==> src/rtl/fm_audio_sequencer.sv <==
// rtl/fm_audio_sequencer.sv - audio sample pacing, source select and gain ramping for fm_modulator
`timescale 1ns/1ps
module fm_audio_sequencer #(
  parameter int A        = 8,
  parameter int TICK_DIV = 1000,
  parameter int G        = 4
) (
  input  logic         clk,
  input  logic         rst_n,
  input  logic         enable,
  input  logic         src_sel,
  input  logic [15:0]  tone_inc,
  input  logic [A-1:0] ext_data,
  input  logic         ext_valid,
  output logic         ext_ready,
  output logic [A-1:0] audio_out,
  output logic         sample_tick,
  output logic         underrun,
  output logic [1:0]   state
);

  localparam int CW = (TICK_DIV > 2) ? $clog2(TICK_DIV) : 1;
  localparam logic [CW-1:0] CNT_LAST = CW'(TICK_DIV - 1);
  localparam logic [G:0] FULL_GAIN = {1'b1, {G{1'b0}}};

  typedef enum logic [1:0] {IDLE = 2'd0, RAMP_UP = 2'd1, RUN = 2'd2, RAMP_DOWN = 2'd3} state_t;

  state_t         st, nxt_st;
  logic [CW-1:0]  cnt;
  logic [G:0]     gain, nxt_gain, up_gain;
  logic           active, nxt_active;
  logic [15:0]    phase;
  logic [A-1:0]   hold, last, sample;
  logic           full;
  logic           tick, accept, ext_turn, consume, sw, go_up, go_down;
  logic signed [A+G:0] prod;

  assign tick        = (cnt == CNT_LAST);
  assign sample_tick = tick;
  assign state       = st;
  assign ext_ready   = ~full;
  assign accept      = ext_valid & ~full;
  // The external stream is only drained while the sequencer is active on it.
  assign ext_turn    = tick & (st != IDLE) & ~active;
  assign consume     = ext_turn & full;
  assign underrun    = ext_turn & ~full;
  assign sw          = (src_sel != active);
  assign up_gain     = gain + 1'b1;

  always_comb begin
    sample = last;
    if (active)
      sample = phase[15:16-A];
    else if ((st != IDLE) && full)
      sample = hold;
  end

  always_comb begin
    nxt_st     = st;
    nxt_gain   = gain;
    nxt_active = active;
    go_up      = 1'b0;
    go_down    = 1'b0;
    case (st)
      IDLE: begin
        nxt_gain = '0;
        if (enable) begin
          nxt_active = src_sel;
          nxt_st     = RAMP_UP;
        end
      end
      RAMP_UP:   if (!enable || sw) go_down = 1'b1; else go_up = 1'b1;
      RUN:       if (!enable || sw) go_down = 1'b1; else nxt_gain = FULL_GAIN;
      RAMP_DOWN: if (enable && !sw) go_up = 1'b1; else go_down = 1'b1;
      default:   nxt_st = IDLE;
    endcase
    if (go_up) begin
      nxt_gain = up_gain;
      nxt_st   = (up_gain == FULL_GAIN) ? RUN : RAMP_UP;
    end
    // Ramp down steps one LSB per tick; the source may only change once silent.
    if (go_down) begin
      nxt_gain = (gain == '0) ? '0 : gain - 1'b1;
      if (nxt_gain == '0) begin
        if (enable) begin
          nxt_active = src_sel;
          nxt_st     = RAMP_UP;
        end else begin
          nxt_st = IDLE;
        end
      end else begin
        nxt_st = RAMP_DOWN;
      end
    end
  end

  assign prod = $signed(sample) * $signed({1'b0, nxt_gain});

  always_ff @(posedge clk or negedge rst_n) begin
    if (!rst_n) begin
      cnt       <= '0;
      st        <= IDLE;
      gain      <= '0;
      active    <= 1'b0;
      phase     <= '0;
      hold      <= '0;
      last      <= '0;
      full      <= 1'b0;
      audio_out <= '0;
    end else begin
      cnt <= tick ? '0 : cnt + 1'b1;
      if (consume) begin
        full <= 1'b0;
        last <= hold;
      end
      if (accept) begin
        full <= 1'b1;
        hold <= ext_data;
      end
      if (tick) begin
        st        <= nxt_st;
        gain      <= nxt_gain;
        active    <= nxt_active;
        phase     <= phase + tone_inc;
        audio_out <= A'(prod >>> G);
      end
    end
  end

endmodule

==> config.mk <==
export PLATFORM = sky130hd
export DESIGN_NAME = fm_audio_sequencer
export DESIGN_NICKNAME = d
export VERILOG_FILES = /design/src/rtl/fm_audio_sequencer.sv
export SDC_FILE = /design/constraint.sdc
export NUM_CORES = 1
export LEC_CHECK = 0
export ABC_CLOCK_PERIOD_IN_PS = 5800
export CORE_ASPECT_RATIO = 1.4
export CORE_MARGIN = 4
export CORE_UTILIZATION = 50
export CTS_CLUSTER_DIAMETER = 50
export CTS_CLUSTER_SIZE = 16
export DETAILED_ROUTE_END_ITERATION = 12
export PLACE_DENSITY = 0.8
export REMOVE_ABC_BUFFERS = 1
export SLEW_MARGIN = 20
export SYNTH_ARGS = -nofsm -noshare
export SYNTH_HDL_FRONTEND = slang
export SYNTH_SLANG_ARGS = --single-unit
export TNS_END_PERCENT = 1
==> constraint.sdc <==
create_clock -name clk -period 5.8 [get_ports clk]
set_input_delay 1.16 -clock clk [delete_from_list [all_inputs] [get_ports clk]]
set_output_delay 1.16 -clock clk [all_outputs]
set_load 0.01 [all_outputs]
==> out/qor.txt <==
Post CTS Setup Buffer Count - 0
critical path launch point type - primary input
post-synthesis adder-cell area fraction - 19.4%
clk_lat worst skew - 0.34 ns
met1 global-route usage - 23.5%
fmax - 177 MHz
first-pass GRT wire length - 19.6 mm
post-route setup slack - 0.138 ns
status - completed
GRT Total Usage - 20.9%
slowest CP cell - fa_1
worst r2r dst - audio_out[7]
R2R setup slack - 0.36 ns
asr flop ratio synth - 100%
count of different cell masters after synthesis - 61
setup violation total in the final timing report - 0
Chip Height - 126 um
busiest layer in global routing - met2
fin util - 63.9%
total gr overflow - 0
critical path class - in2reg
final period demand of the worst path - 5.66 ns
FF-to-FF path depth - 21
die area - 11,600 um2
Seq/Total Area, Yosys - 29.8%
VDD IR max - 194 uV
I/O Buffers - 41
Initial Util - 51.7%
Syn. warnings - 0
Hold Crit Start - audio_out[0]
drt pass-1 iters - 4
initial antenna violation count - 0
Synth Area in Simple Gates - 19.2%
I/O pin count - 42
max_slew headroom - 47.4%
H-tree lvl count - 3
part of the cycle the worst path needs - 97.6%
synthesized area - 4950 um2
core area - 9560 um2
WHS - 0.474 ns
M3 GR Usage - 3.76%
Clock Skews - 0.00808 ns
routed wire length - 11.2 mm
routability-driven placement congestion ratio - 0.832
Post-synth EDFFs - 0
crit path buf inv count - 5
1st-iter DRT viols - 140
crit-path max FO - 4
post-synth top area cell - dfrtp_1
hold endpoint - audio_out[0]
largest net degree at the start of global routing - 62
via count - 4,092
most used cell along the critical path - fa_1
Detail Route Antenna Nets - 0
largest family of logic cells by synthesized area - adder cells
cts hold-fix bufs - 0
Ant. Diodes - 0
synthesized area per cell - 9.14 um2
DP Worst Slack - -0.496 ns
top-area cell type share of the netlist area - 29.8%
Worst EP arrival - 5.91 ns
total design power - 2.03 mW
setup tns final - 0 ns
DP HPWL - 8.57 mm
delay-heaviest family, CP - adder cells
Synth Instances - 541
compound-cell area share of the yosys netlist - 14.1%
post-synthesis xor/xnor area fraction - 6.60%
CP required - 6.05 ns
number of core rows - 42
hold crit path type - reg2reg
R2R Path Start - state[0]
DR vias/cell - 5.42
CTS tree - done
leakage power - 2.92 nW
GRT met2 Usage - 38.5%
most common flop cell mapped by yosys - dfrtp_1
endpoint type of the worst setup path - flop
largest cells by area after synthesis - dfrtp_1, ha_1, fa_1
Seq cells post-synth - 59
vias in the first global route - 4,378
number of CTS-inserted buffers - 9
max_cap viols - 0
share of cells above drive strength 1 - 15.9%
PD cells - 332 nW/um2
most frequent cell after synthesis - dfrtp_1
DRC Markers - 0
Final Slew Violations - 0
CTS Buffer Depth - 2
post-synthesis mux area share - 5.69%
CP Cell Sequence - dlygate4sd2_1, buf_4, xnor2_4, buf_4, a21boi_2, mux2i_1, nor2_1, fa_1, inv_1, fa_1, fa_1, inv_1, ha_1, nor2b_1, o21ai_0, nand2b_1, a21o_1, a21o_1, a31oi_1, xnor3_1, o21ai_1
most common library cells after synthesis - dfrtp_1, nor2_1, inv_1
CTS clk-pin slew, worst paths - 0.05 ns
hold path depth - 2
max incr delay on CP - 0.55 ns
CTS Sinks - 59
Syn-to-layout area delta - 23.5%
Post-layout nets - 710
Hold Vio Cnt, Final - 0
DR WL/cell - 14.8 um
Least-Margin Pin Slew - 0.789 ns
CTS root buf - clkbuf_16
die span in x - 92.1 um
==> cells by family (layout without fill, tap and decap cells) <==
logic type	count (synthesis)	after routing
XOR/XNOR	34	34
buffers and inverters	66	148
adder cells (fa/ha/maj)	63	63
flip-flops	59	59
AO/OA/AOI/OAI	102	102
AND/OR/NAND/NOR	191	191
multiplexers	26	26
==> cell type report <==
class,instances,area (um2)
clock buffers,10,229
well taps,132,165
inverters,50,188
multi-input cells,416,3270
flip-flops and latches,59,1480
clock inverters,6,65.1
repair buffers,82,712
fillers,811,3450
==> worst max-delay path by stage <==
stage,startpoint,end,slack [ns],cells after the start
after CTS,enable,audio_out[7],0.05,21
after floorplan,src_sel,audio_out[7],0.07,18
after detailed placement,src_sel,audio_out[7],-0.50,22
after global routing,src_sel,audio_out[7],-0.13,21
after global placement,src_sel,audio_out[7],-0.36,22
final,src_sel,audio_out[7],0.14,21
==> registers in the layout (all words and copies together) (netlist names) <==
name       count
audio_out      8
gain           5
state          2
cnt           10
hold           8
phase         16
last           8
full           1
active         1
==> layout by cell type, fill, tap and decap left out, drive strengths merged, types with 3 or more instances in the layout <==
cell	count
o21ai	41
a21o	7
clkinv	3
buf	42
clkdlybuf4s50	39
nor2b	7
nor4	6
a21oi	17
o311a	3
and3	5
nor3	9
o21bai	3
clkbuf	10
nor4b	3
nand2b	15
ha	40
nand3	13
nor2	57
xor2	15
fa	23
o31ai	6
xnor2	18
a211oi	3
mux2i	9
nand2	47
mux2	17
dfrtp	59
or2	7
nor3b	3
o211ai	3
or3	7
inv	51
nand4	5
a31oi	4
==> layer usage <==
layer	wire [um]	part of all wire [%]
met2	6030	54
met3	371	3.3
met1	4500	40
met4	291	2.6
met5	0	0
==> worst reg2reg max path: stages, from the launching register on <==
cell and delay, ns:
dfrtp_1 0.40, inv_1 0.10, ha_1 0.33, nor2b_2 0.28, mux2i_1 0.31, nor2_1 0.07, a21oi_1 0.40, nor2_1 0.13
fa_1 0.50, inv_1 0.05, fa_1 0.47, fa_1 0.55, inv_1 0.04, ha_1 0.29, nor2b_1 0.14, o21ai_0 0.22
nand2b_1 0.13, a21o_1 0.20, a21o_1 0.19, a31oi_1 0.20, xnor3_1 0.24, o21ai_1 0.14
==> per-stage QoR <==
step,area [um2],instances
after CTS,6070,755
after global placement,5760,739
after floorplan,4880,525
after global routing,6110,755
after detailed placement,5760,739
final,6110,755
==> report_power, final <==
group,total (mW),internal [mW],switching [mW],leakage [nW]
logic,1.06,0.555,0.509,2.15
clock network,0.536,0.333,0.203,0.143
registers,0.428,0.420,0.00754,0.632
total,2.03,1.31,0.720,2.92
==> timing repair <==
action                                  CTS  global route
resized for setup                         3            11
endpoints found under the setup margin    2             3
pin swaps                                 0             5
No activity file was read; power rests on OpenSTA's default activity.
